**config.mk**
```make
export PLATFORM = sky130hd
export DESIGN_NAME = fetch_unit
export DESIGN_NICKNAME = d
export VERILOG_FILES = /design/src/rtl/fetch_unit.sv
export SDC_FILE = /design/constraint.sdc
export NUM_CORES = 1
export LEC_CHECK = 0
export CAP_MARGIN = 20
export CORE_MARGIN = 3
export CORE_UTILIZATION = 38
export CTS_BUF_LIST = sky130_fd_sc_hd__clkbuf_8
export DETAILED_ROUTE_END_ITERATION = 8
export GPL_TIMING_DRIVEN = 0
export PLACE_DENSITY = 0.76
export SETUP_SLACK_MARGIN = 0.15
export SLEW_MARGIN = 10
export SYNTH_ARGS = -nofsm -noshare
export SYNTH_HDL_FRONTEND = slang
export SYNTH_SLANG_ARGS = --single-unit
```
**constraint.sdc**
```tcl
create_clock -name clk -period 2.1 [get_ports clk]
set_clock_uncertainty 0.15 [all_clocks]
set_input_delay 0.42 -clock clk [delete_from_list [all_inputs] [get_ports clk]]
set_output_delay 0.42 -clock clk [all_outputs]
set_load 0.1 [all_outputs]
```
**src/rtl/fetch_unit.sv**
```systemverilog
// Fetch unit: a five-state sequencer that fetches, decodes and executes one instruction at a time.
// Define FETCH_PERF_CNT_EN to add the 16-bit saturating retired-instruction counter output retired_cnt.
module fetch_unit (
  input  logic       clk,
  input  logic       rst_n,
  input  logic       start,
  output logic [7:0] imem_addr,
  output logic       imem_rd_en,
  input  logic [8:0] imem_rdata,
  input  logic       imem_valid,
  output logic [8:0] inst,
  output logic       decoder_en,
  input  logic       exec_done,
  input  logic       branch,
  input  logic [7:0] branch_target,
  input  logic       branchi,
  input  logic [5:0] immediate,
  input  logic       done,
  output logic [7:0] pc,
  output logic       halted
`ifdef FETCH_PERF_CNT_EN
  ,
  output logic [15:0] retired_cnt
`endif
);

  typedef enum logic [2:0] {
    IDLE   = 3'd0,
    FETCH  = 3'd1,
    DECODE = 3'd2,
    EXEC   = 3'd3,
    HALT   = 3'd4
  } state_e;

  state_e     state_q, state_d;
  logic [7:0] pc_q, pc_d;
  logic [8:0] inst_q, inst_d;

  // NOTE: sequential state uses non-blocking assignments so every flop samples pre-edge values.
  always_ff @(posedge clk or negedge rst_n) begin
    if (!rst_n) begin
      state_q <= IDLE;
      pc_q    <= 8'h00;
      inst_q  <= 9'h000;
    end else begin
      state_q <= state_d;
      pc_q    <= pc_d;
      inst_q  <= inst_d;
    end
  end

  // NOTE: every signal gets a default first so no path through the block can infer a latch.
  always_comb begin
    state_d = state_q;
    pc_d    = pc_q;
    inst_d  = inst_q;
    unique case (state_q)
      IDLE: if (start) state_d = FETCH;
      FETCH: begin
        if (imem_valid) begin
          inst_d  = imem_rdata;
          state_d = DECODE;
        end
      end
      DECODE: state_d = EXEC;
      EXEC: begin
        if (exec_done) begin
          if (done) begin
            state_d = HALT;
          end else begin
            state_d = FETCH;
            if (branch)       pc_d = branch_target;
            else if (branchi) pc_d = pc_q + {{2{immediate[5]}}, immediate};
            else              pc_d = pc_q + 8'd1;
          end
        end
      end
      HALT:    state_d = HALT;
      default: state_d = IDLE;
    endcase
  end

  always_comb begin
    imem_rd_en = (state_q == FETCH);
    decoder_en = (state_q == DECODE);
    halted     = (state_q == HALT);
  end

  assign imem_addr = pc_q;
  assign pc        = pc_q;
  assign inst      = inst_q;

`ifdef FETCH_PERF_CNT_EN
  logic [15:0] retired_q, retired_d;

  // Counts every completed instruction, including the one that halts, and sticks at the top.
  always_comb begin
    retired_d = retired_q;
    if (state_q == EXEC && exec_done && retired_q != 16'hFFFF)
      retired_d = retired_q + 16'd1;
  end

  always_ff @(posedge clk or negedge rst_n) begin
    if (!rst_n) retired_q <= 16'h0000;
    else        retired_q <= retired_d;
  end

  assign retired_cnt = retired_q;
`endif

endmodule
```
# Yosys cells after proc, flatten, opt, wreduce, memory -nomap -nowiden
# Index checks and enable logic that the tools add are counted.
[totals]
register_bits = 20
output_inout_bits = 28
[classes]
add_sub_neg = 2
n_eq_ne = 7
muxes = 7
bitwise_logic = 1
n_reduce_logical = 4
[op_table]
columns = ["cell", "count"]
rows = [
  ["2-to-1 mux 8 bit", 2],
  ["one-hot mux 3 bit (5 select lines)", 1],
  ["2-to-1 mux 3 bit", 4],
  ["adder 8 x 1 -> 8 bit, second input constant", 1],
  ["adder 8 bit", 1],
  ["== test 3 x 2 -> 1 bit, second input constant", 2],
  ["AND reduction 3 bit", 2],
  ["!= test 2 bit, second input constant", 2],
  ["== test 3 x 1 -> 1 bit, second input constant", 1],
  ["== test 3 bit, second input constant", 1],
  ["zero test 3 bit", 1],
  ["!= test 2 x 1 -> 1 bit, second input constant", 1],
  ["AND reduction 2 bit", 1],
  ["inverter 1 bit", 1],
]

# Logic depth before layout (Yosys ltp)
# Gate-level depths: netlist of run 1.
[logic_depth]
word_depth = 3
depth_mapped = 9
mapped_depth_nobuf = 9

# Least setup slack after synthesis of run 1
# Ideal clock, no wire load.
[synth_path]
path_kind = "register to output"
start = "reg state_q[0]"
end = "out halted"
arrival_time_ns = 2.731
required_time_ns = 1.530
path_slack_ns = -1.201
path_stages_with_launch = 3
path_buffers = 1
cell_sequence = "dfrtp_1 -> clkbuf_2 -> nor3b_1"
[synth_via]
elab_chain_len = 1
[synth_lines]
columns = ["item", "line_no", "rtl"]
rows = [
  ["start: declaration", "35", "state_e state_q, state_d;"],
  ["start signal: assignment", "46", "state_q <= state_d;"],
  ["== test 3 bit", "86", "halted = (state_q == HALT);"],
  ["end: declaration", "20", "output logic halted"],
]
# No other way between the ends.

# Worst setup path in the final report of run 1
[layout_path]
start = "reg pc_q[0], in the netlist imem_addr[0]"
end = "reg pc_q[6], in the netlist imem_addr[6]"
[layout_via]
elab_chain_len = 3
word_cells_on_any_way = 4
classes_between = "add/sub: 2; mux: 2"
[layout_lines]
columns = ["item", "line_no", "rtl"]
rows = [
  ["start: declaration", "36", "logic [7:0] pc_q, pc_d;"],
  ["start signal: assignment", "47", "pc_q <= pc_d;"],
  ["adder 8 x 1 -> 8 bit or adder 8 bit (tied branches)", "74, 73", ""],
  ["2-to-1 mux 8 bit *", "73", "else if (branchi) pc_d = pc_q + {{2{immediate[5]}}, immediate};"],
  ["2-to-1 mux 8 bit *", "72", "if (branch) pc_d = branch_target;"],
]
# Mark *: on every way between the ends. The rest lies on a longest branch, timed or not.
# A chain may end at the register's enable or synchronous reset.

==> metrics.yaml, run 1 <==
global_route:
  grt_pass1_wl_mm: 6.73
  antenna_found_initial: 0
  grt_max_degree: 21
  grt_overflow_total: 0
  grt_pass1_vias: 1463
  grt.total_usage_pct: 20.5
logic_synthesis:
  yosysTopAreaCell: "dfrtp_1"
  syn_area_um2: 1290
  syn_nets: 171
  yosysSeqAreaShare_pct: 38.8
  synthTopCellsByArea: "dfrtp_1 39%, mux2_2 7.8%, ha_1 4.8%"
  synth_cells: 134
  synth.yosys.warnings: 0
  ys_seq_elements: 20
  syn_area_per_cell_um2: 9.64
  synth_top_area_share_pct: 38.8
  synth.distinct_cells: 42
cts:
  cts-root-buf: "clkbuf_8"
  clk_path_buf_depth: 2
  cts_buffers: 3
  cts_tree: "built"
  clk_pin_slew_ns: 0.08
  h-tree-depth: 1
  cts_hold_buf: 0
  insertion_delay_ns: 0.26
  clock_sinks: 20
detailed_routing:
  wl_per_cell_um: 15.7
  ant_nets: 0
  drt_iter0_markers: 72
  firstDrtPassIters: 4
  routed_wl_mm: 3.94
  vias_per_cell: 5.31
  drc_errors: 0
  vias: 1333
flow_run:
  cap_violations: 0
timing:
  hold_viol_final: 0
  min_period_ns: 2.27
  maxSlewViolCount: 0
  fin_ws_ns: -0.172
  final.setup.tns_ns: -0.172
  max_freq_mhz: 440
  period_share_pct: 108
  worst_pin_slew_ns: 0.940
  rsz0062_at_grt: "yes"
  relSlewSlack_pct: 37.2
  worst_hold_slack_ns: 0.361
  setup_violations: 1
final_layout:
  diodes: 0
  layout-drive-gt1-share_pct: 46.9
  area_growth_pct: 74.4
  fin_nets: 245
floorplan:
  core_area_um2: 3150
  die_width_um: 64.3
  rows: 20
  start_util_pct: 41.0
  io_pins: 59
  die_area_um2: 4130
  die_h_um: 64.3
setup_path:
  crit_path_top_delay_cell: "dfrtp_4"
  rr_worst_depth: 8
  arrival_ns: 2.27
  critPathTopFamily: "compound AO/OA/AOI/OAI gates"
  max_stage_delay_ns: 0.49
  worstSetupStartpointType: "register"
  path_depth: 8
  critPathBufInv: 1
  crit_path_end_kind: "register"
  crit_chain: "ha_4 -> inv_2 -> fa_2 -> nor2b_4 -> o31a_1 -> o211a_1 -> o2111a_1 -> a311o_1"
  cp_max_fo: 3
  crit_type: "reg2reg"
  required_ns: 2.10
run_status:
  violations: "negative setup slack"
  outcome: "complete, but fails checks"
placement:
  dpl.hpwl_mm: 2.90
  gp_congestion: 0.854
  portBuffers: 58
hold_path:
  hold-path-cell-count: 1
  min_path_type: "reg2reg"
layout by cell type (no fill, tap or decap), types with 2 or more instances in the layout:
master,netlist,routed
a211oi_1,3,2
a21oi_1,8,7
and2_4,0,3
and3_1,2,2
buf_2,0,10
buf_4,8,16
buf_6,0,5
clkbuf_1,3,3
clkbuf_8,0,3
clkdlybuf4s15_2,0,17
clkdlybuf4s50_1,0,24
dfrtp_1,20,14
dfrtp_4,0,5
dlygate4sd2_1,0,4
ha_4,0,5
inv_1,5,3
inv_2,0,2
mux2_2,9,9
mux2i_1,2,2
nand2_1,13,11
nand2_2,0,2
nand3_1,4,3
nand4_1,2,2
nor2_1,5,4
nor3_1,4,4
nor3b_4,0,2
o2111a_1,2,2
o211ai_1,2,2
o21ai_0,6,3
o21ai_1,0,2
or3_1,2,2
state kept, by name, indices dropped and copies added (netlist names):
register,count
inst,9
imem_addr,8
state_q,3
final cells by class:
| type | instances | area (um2) |
|---|---|---|
| fillers | 248 | 901 |
| multi-input cells | 97 | 852 |
| repair buffers | 69 | 658 |
| flip-flops and latches | 20 | 520 |
| plain buffers | 12 | 76.3 |
| well taps | 44 | 55.1 |
| clock buffers | 3 | 41.3 |
| clock inverters | 1 | 30.0 |
| inverters | 5 | 18.8 |
metal layers:
layer	global-route usage [%]	part of all wire, %	up-vias
li1	-	-	623
met1	22.5	40	647
met2	38.3	52	55
met3	5.62	6.4	8
met4	5.54	2.1	0
met5	0	0	-
worst paths after layout:
kind	slack, ns	startpoint	end
max in group asynchronous	0.58	rst_n	imem_addr[1]
worst max-delay path	-0.17	imem_addr[0]	imem_addr[6]
worst max register to register	-0.17	imem_addr[0]	imem_addr[6]
worst min register to register	0.36	inst[2]	inst[2]
worst min-delay path	0.36	inst[2]	inst[2]
min in group asynchronous	0.53	rst_n	inst[4]
through the flow:
step,cell area (um2),worst slack [ns],std cells,utilization [%]
floorplan,1420,-0.274,134,-
CTS,2250,-0.249,249,71.4
finish,2250,-0.172,251,71.4
global route,2250,-0.259,251,71.4
detailed placement,2060,-0.893,236,65.2
global placement,2060,-0.820,236,65.2
cells in the mapped netlist:
cell type	n
o31a_1	1
nand3b_1	1
clkbuf_1	3
mux2i_1	2
a21oi_1	8
a211oi_1	3
clkbuf_2	1
a21o_1	1
and2b_2	1
nand4_1	2
o2111a_1	2
nand2b_1	2
o21a_1	1
inv_1	5
a211o_1	1
nor2_2	1
nand3_1	4
o211ai_1	2
mux2_2	9
nand2_1	13
nor2_1	5
o21ai_0	6
dfrtp_1	20
nor2b_4	1
a32oi_1	1
a311o_1	1
nor4b_1	2
buf_4	8
ha_1	5
o21bai_1	1
and3_1	2
and2_1	4
nor3_2	1
or3_1	2
o211a_1	1
or2_2	1
and4_2	1
fa_1	1
xnor2_1	1
nor3_1	4
nor4_1	1
nor3b_1	2
worst register-to-register path, cell delays in order (launching register included):
cell      delay, ns
dfrtp_4        0.49
ha_4           0.17
inv_2          0.05
fa_2           0.22
nor2b_4        0.05
o31a_1         0.27
o211a_1        0.25
o2111a_1       0.24
a311o_1        0.26
kinds of logic (layout without fill, tap and decap cells):
family | count (synthesis) | after routing | share of synthesized area, %
AND/OR/NAND/NOR | 50 | 50 | 22.0
buffers and inverters | 17 | 90 | 7.36
flip-flops | 20 | 20 | 38.8
XOR/XNOR | 1 | 1 | 0.678
adder cells (fa/ha/maj) | 6 | 6 | 6.40
AO/OA/AOI/OAI | 29 | 29 | 15.4
multiplexers | 11 | 11 | 9.40
what timing repair did:
action                                  CTS  global route
endpoints found under the setup margin   36            16
gates resized for setup                 127            16
buffers inserted                          9             2
pin swaps                                19             7
Power of run 1 is not shown: default switching activity piles up to over one toggle a cycle in this logic, so the estimate is an artifact.
==> inputs of run 2 (changes only) <==
--- a/config.mk
+++ b/config.mk
@@ -5,6 +5,7 @@
 export SDC_FILE = /design/constraint.sdc
 export NUM_CORES = 1
 export LEC_CHECK = 0
+export ABC_AREA = 0
 export CAP_MARGIN = 20
 export CORE_MARGIN = 3
 export CORE_UTILIZATION = 38
==> results of run 2 <==
Final layout, timing and power as in run 1 (identical DEF).
Power of run 2 is left out for the same reason.
